### src/rtl/shader_program_scheduler.sv
// shader_program_scheduler: double-buffered program staging with vblank-gated upload into shader memory
module shader_program_scheduler #(
  parameter int NUM_INSTR = 10,
  parameter int INSTR_W   = 8
) (
  input  logic               clk_i,
  input  logic               rst_i,
  input  logic               wr_valid_i,
  output logic               wr_ready_o,
  input  logic [INSTR_W-1:0] wr_instr_i,
  input  logic               restart_i,
  input  logic               vblank_i,
  output logic [INSTR_W-1:0] mem_instr_o,
  output logic               mem_load_o,
  output logic               mem_shift_o,
  output logic               busy_o,
  output logic               pending_o,
  output logic               loaded_o,
  output logic               dropped_o
);
  localparam int IW = $clog2(NUM_INSTR);
  localparam logic [IW-1:0] LAST = IW'(NUM_INSTR - 1);
  typedef enum logic {IDLE, LOAD} state_t;
  state_t state_q, state_d;
  logic [INSTR_W-1:0] bank_q [2][NUM_INSTR];
  logic [IW-1:0] wr_idx_q, wr_idx_d, load_idx_q, load_idx_d;
  logic fill_bank_q, fill_bank_d, pend_bank_q, pend_bank_d, load_bank_q, load_bank_d;
  logic pending_q, pending_d, loaded_q, loaded_d, dropped_q, dropped_d;
  logic accept, complete, start, last;
  always_comb begin
    wr_ready_o  = !(state_q == LOAD && fill_bank_q == load_bank_q);
    accept      = wr_valid_i && wr_ready_o && !restart_i;
    complete    = accept && wr_idx_q == LAST;
    // the cycle showing loaded_o may not launch the next upload
    start       = state_q == IDLE && !loaded_q && pending_q && vblank_i;
    last        = state_q == LOAD && load_idx_q == LAST;
    state_d     = start ? LOAD : last ? IDLE : state_q;
    wr_idx_d    = (restart_i || complete) ? '0 : accept ? wr_idx_q + IW'(1) : wr_idx_q;
    fill_bank_d = complete ? ~fill_bank_q : fill_bank_q;
    pend_bank_d = complete ? fill_bank_q : pend_bank_q;
    pending_d   = complete || (pending_q && !start);
    load_bank_d = start ? pend_bank_q : load_bank_q;
    load_idx_d  = (start || last) ? '0 : state_q == LOAD ? load_idx_q + IW'(1) : load_idx_q;
    loaded_d    = last;
    dropped_d   = complete && pending_q && !start;
  end
  always_ff @(posedge clk_i) begin
    if (rst_i) begin
      state_q     <= IDLE;
      wr_idx_q    <= '0;
      load_idx_q  <= '0;
      fill_bank_q <= 1'b0;
      pend_bank_q <= 1'b0;
      load_bank_q <= 1'b0;
      pending_q   <= 1'b0;
      loaded_q    <= 1'b0;
      dropped_q   <= 1'b0;
    end else begin
      state_q     <= state_d;
      wr_idx_q    <= wr_idx_d;
      load_idx_q  <= load_idx_d;
      fill_bank_q <= fill_bank_d;
      pend_bank_q <= pend_bank_d;
      load_bank_q <= load_bank_d;
      pending_q   <= pending_d;
      loaded_q    <= loaded_d;
      dropped_q   <= dropped_d;
    end
  end
  always_ff @(posedge clk_i) begin
    if (accept) bank_q[fill_bank_q][wr_idx_q] <= wr_instr_i;
  end
  assign busy_o      = state_q == LOAD;
  assign mem_load_o  = busy_o;
  assign mem_shift_o = busy_o;
  assign mem_instr_o = busy_o ? bank_q[load_bank_q][load_idx_q] : '0;
  assign pending_o   = pending_q;
  assign loaded_o    = loaded_q;
  assign dropped_o   = dropped_q;
endmodule

### config.mk
export PLATFORM = sky130hd
export DESIGN_NAME = shader_program_scheduler
export DESIGN_NICKNAME = d
export VERILOG_FILES = /design/src/rtl/shader_program_scheduler.sv
export SDC_FILE = /design/constraint.sdc
export NUM_CORES = 1
export LEC_CHECK = 0
export CORE_MARGIN = 1.5
export CORE_UTILIZATION = 61
export CTS_CLUSTER_SIZE = 28
export DETAILED_ROUTE_END_ITERATION = 10
export GPL_ROUTABILITY_DRIVEN = 0
export MAX_ROUTING_LAYER = met4
export PLACE_DENSITY = 0.8
export SYNTH_ARGS = -nofsm -noshare
export SYNTH_HDL_FRONTEND = slang
export SYNTH_SLANG_ARGS = --single-unit
### constraint.sdc
create_clock -name clk_i -period 6.7 [get_ports clk_i]
set_clock_uncertainty 0.2 [all_clocks]
set_input_delay 1.675 -clock clk_i [delete_from_list [all_inputs] [get_ports clk_i]]
set_output_delay 1.675 -clock clk_i [all_outputs]
set_load 0.02 [all_outputs]
==> results_tabular.tex <==
\begin{tabular}{lr}
\hline
Metric & Value \\
\hline
\multicolumn{2}{l}{\textbf{STA}} \\
\# setup viols final & 0 \\
Timing-limited maximum frequency & 0.197 GHz \\
Number of hold violations in the final report & 0 \\
Tightest slew margin relative to the limit & 0.294 \\
Max Slew Vio Count & 0 \\
Tightest Pin Transition & 1.05 ns \\
Post-route fraction of the period consumed by the critical path & 0.757 \\
Sum of negative setup slack & 0 ns \\
RSZ-0062 raised after global routing & no \\
Period minus WS final & 5.07 ns \\
\multicolumn{2}{l}{\textbf{Global route}} \\
Initial antenna violation count & 0 \\
Remaining global-route overflow & 0 \\
Largest net degree at the start of global routing & 57 \\
Overall global routing resource usage & 0.255 \\
Wire length of the first global-routing pass & 21.8 mm \\
Number of global-route vias before repair & 3722 \\
\multicolumn{2}{l}{\textbf{Final layout}} \\
Most common cell after layout, fill and taps aside & sky130\_fd\_sc\_hd\_\_edfxtp\_1 \\
Post-layout utilization of the core & 0.705 \\
Area growth from synthesis to layout & 13.6\% \\
Final cell area excluding filler cells & 8010 um\^{}2 \\
Final-stage net count & 464 \\
Highest-count cells in the layout ignoring fill and taps & sky130\_fd\_sc\_hd\_\_edfxtp\_1 (160), sky130\_fd\_sc\_hd\_\_nand2\_1 (35), sky130\_fd\_sc\_hd\_\_mux2i\_1 (34), sky130\_fd\_sc\_hd\_\_nor2\_1 (31), sky130\_fd\_sc\_hd\_\_clkdlybuf4s50\_1 (27) \\
Number of antenna repair diodes & 0 \\
Fraction of layout cells with a size suffix above 1 & 0.157 \\
\multicolumn{2}{l}{\textbf{Clock tree}} \\
Clock tree root driver cell & sky130\_fd\_sc\_hd\_\_clkbuf\_16 \\
Count of buffers added by post-CTS timing repair for setup & 0 \\
Skew-Pair Late Insertion Delay & 0.42 ns \\
Total of cells resized after clock tree synthesis & 0 \\
Clock Tree Buf Depth & 2 \\
Clock slew seen by the registers of the worst setup and hold paths & 0.06 ns \\
Number of levels in the clock H-tree & 4 \\
TritonCTS clock tree & yes \\
CTS Buf Count & 17 \\
\# clock sinks & 176 \\
Post-CTS Hold Buffers & 0 \\
\multicolumn{2}{l}{\textbf{Logic synthesis}} \\
Synth Register Bits & 176 \\
Number of distinct library cells after synthesis & 35 \\
Most common flop cell mapped by yosys & sky130\_fd\_sc\_hd\_\_edfxtp\_1 \\
Mapped Area & 7050 um\^{}2 \\
Average cell area after synthesis & 17.1 um\^{}2 \\
Sequential fraction of the synthesis area & 0.727 \\
EDFF count, synth & 160 \\
Total number of yosys warnings & 0 \\
Gate count after technology mapping & 412 \\
Net count after synthesis & 431 \\
Async set or reset register ratio after synthesis & 0 \\
\multicolumn{2}{l}{\textbf{Setup path}} \\
Data arrival time at the worst-slack endpoint & 3.19 ns \\
Maximum fanout encountered on the critical timing path & 56 \\
Critical register-to-register path endpoint & bank\_q[0][68]\$\_DFFE\_PP\_ \\
Kind of start point of the critical path & flop \\
Largest stage delay, worst path & 1.02 ns \\
Endpoint kind of the worst setup timing path & primary output \\
Max stage delay cell, worst path & sky130\_fd\_sc\_hd\_\_dfxtp\_4 \\
Setup Crit Path Kind & reg -> out \\
Worst EP required & 4.83 ns \\
Ordered list of cells on the worst path & mux4\_2, mux2\_2, nand2\_1, nand3\_1, clkdlybuf4s50\_1 \\
Worst-case register-to-register setup slack & 3.77 ns \\
Logic depth of the worst register-to-register path & 4 \\
Critical register-to-register path startpoint & fill\_bank\_q\$\_SDFFE\_PP0P\_ \\
\multicolumn{2}{l}{\textbf{Power and ir drop}} \\
Maximum VDD drop & 0.000194 V \\
Power density over cell area & 274 nW/um\^{}2 \\
Total leakage power & 2.45 nW \\
\multicolumn{2}{l}{\textbf{Min path}} \\
Cell count of the worst hold path & 2 \\
Class of the most critical hold timing path & reg -> reg \\
Startpoint of the lowest-slack hold path & pend\_bank\_q\$\_SDFFE\_PP0P\_ \\
\multicolumn{2}{l}{\textbf{Die}} \\
Floorplan row count & 39 \\
Die ar. & 12200 um\^{}2 \\
Vert. Die Dim & 111 um \\
Area of the core region & 11400 um\^{}2 \\
DIE WIDTH & 111 um \\
Effective utilization at floorplan & 0.620 \\
Top-Level Pins & 28 \\
\multicolumn{2}{l}{\textbf{Placed design}} \\
Post-DP Area & 7440 um\^{}2 \\
I/O Buffers & 27 \\
Dpl hpwl & 8.65 mm \\
\multicolumn{2}{l}{\textbf{Job}} \\
Maximum Capacitance Violations & 0 \\
\multicolumn{2}{l}{\textbf{Drt}} \\
Drt via density & 6.35 \\
Antenna-violating nets left & 0 \\
Drt initial violations & 344 \\
Number of remaining DRC errors & 0 \\
Number of detailed-route iterations in the first pass & 6 \\
Wirelength per Cell & 24.1 um \\
Via count & 3814 \\
Routed wire length & 14.5 mm \\
\multicolumn{2}{l}{\textbf{Outcome}} \\
Result of the run & completed \\
\hline
\end{tabular}
cell families after synthesis:
kind of cell               after synthesis  synth area share
AOI/OAI and AO/OA                       25            0.0266
xor gates and xnor gates                 8            0.0126
adders and majority gates                6            0.0106
buffers and inverters                   28            0.0208
DFF                                    176             0.727
muxes                                   66             0.138
and+or+nand+nor                        103            0.0651
area by class of cell:
class / instances / area [um^2]
clock inverters: 13 / 139
flip-flops and latches: 176 / 5130
repair buffers: 34 / 323
fillers: 696 / 3360
well taps: 143 / 179
inverters: 8 / 30.0
multi-input cells: 208 / 1780
clock buffers: 19 / 433
Yosys cell counts, types with 8 or more instances:
library cell / n / area (um^2)
sky130_fd_sc_hd__a22oi_1: 8 / 60.1
sky130_fd_sc_hd__a31oi_1: 8 / 50.1
sky130_fd_sc_hd__dfxtp_1: 16 / 320
sky130_fd_sc_hd__edfxtp_1: 160 / 4800
sky130_fd_sc_hd__inv_1: 8 / 30.0
sky130_fd_sc_hd__mux2_2: 8 / 90.1
sky130_fd_sc_hd__mux2i_1: 34 / 340
sky130_fd_sc_hd__mux4_2: 24 / 541
sky130_fd_sc_hd__nand2_1: 35 / 131
sky130_fd_sc_hd__nand3_1: 17 / 85.1
sky130_fd_sc_hd__nor2_1: 31 / 116
report_power, final:
| part | internal [W] | switching, W | leakage, nW |
|---|---|---|---|
| combinational | 0.0000117 | 0.0000239 | 0.606 |
| clock | 0.000550 | 0.000406 | 0.276 |
| sequential | 0.00120 | 0.00000109 | 1.57 |
per-stage QoR:
| stage | hold slack (ns) | worst slack [ns] | total power [W] | std cells |
|---|---|---|---|---|
| floorplan | 0.245 | 3.05 | 0.00123 | 412 |
| global placement | 0.269 | 2.14 | 0.00126 | 569 |
| detailed placement | 0.277 | 2.10 | 0.00126 | 569 |
| CTS | 0.289 | 1.65 | 0.00220 | 601 |
| global route | 0.303 | 1.51 | 0.00225 | 601 |
| finish | 0.286 | 1.63 | 0.00219 | 601 |
layer usage:
layer / GRT usage / vias up / routed length, um
met5: - / - / 0
met4: 0.107 / 0 / 533
met3: 0.0620 / 48 / 1240
met2: 0.384 / 210 / 7000
met1: 0.340 / 1893 / 5730
li1: - / 1663 / -
worst max-delay path: cells and delay by family (launching register included):
kind / cells / cell delay (ns)
and+or+nand+nor: 2 / 0.22
muxes: 2 / 0.89
buffers and inverters: 1 / 0.58
DFF: 1 / 1.02
flip-flops by register name, indices dropped and copies added (netlist names), named ones only:
register	cells
wr_idx_q	4
busy_o	1
load_idx_q	4
dropped_o	1
pending_o	1
load_bank_q	1
loaded_o	1
bank_q	160
fill_bank_q	1
pend_bank_q	1
worst max-delay path by stage:
| stage | start | endpoint | slack, ns |
|---|---|---|---|
| global route | flop | mem_instr_o[4] | 1.51 |
| detailed placement | flop | mem_instr_o[7] | 2.10 |
| floorplan | restart_i | bank_q[0][10]$_DFFE_PP_ | 3.05 |
| CTS | flop | mem_instr_o[7] | 1.65 |
| finish | flop | mem_instr_o[1] | 1.63 |
| global placement | flop | mem_instr_o[3] | 2.14 |
Power figures use the tool's default switching activity.
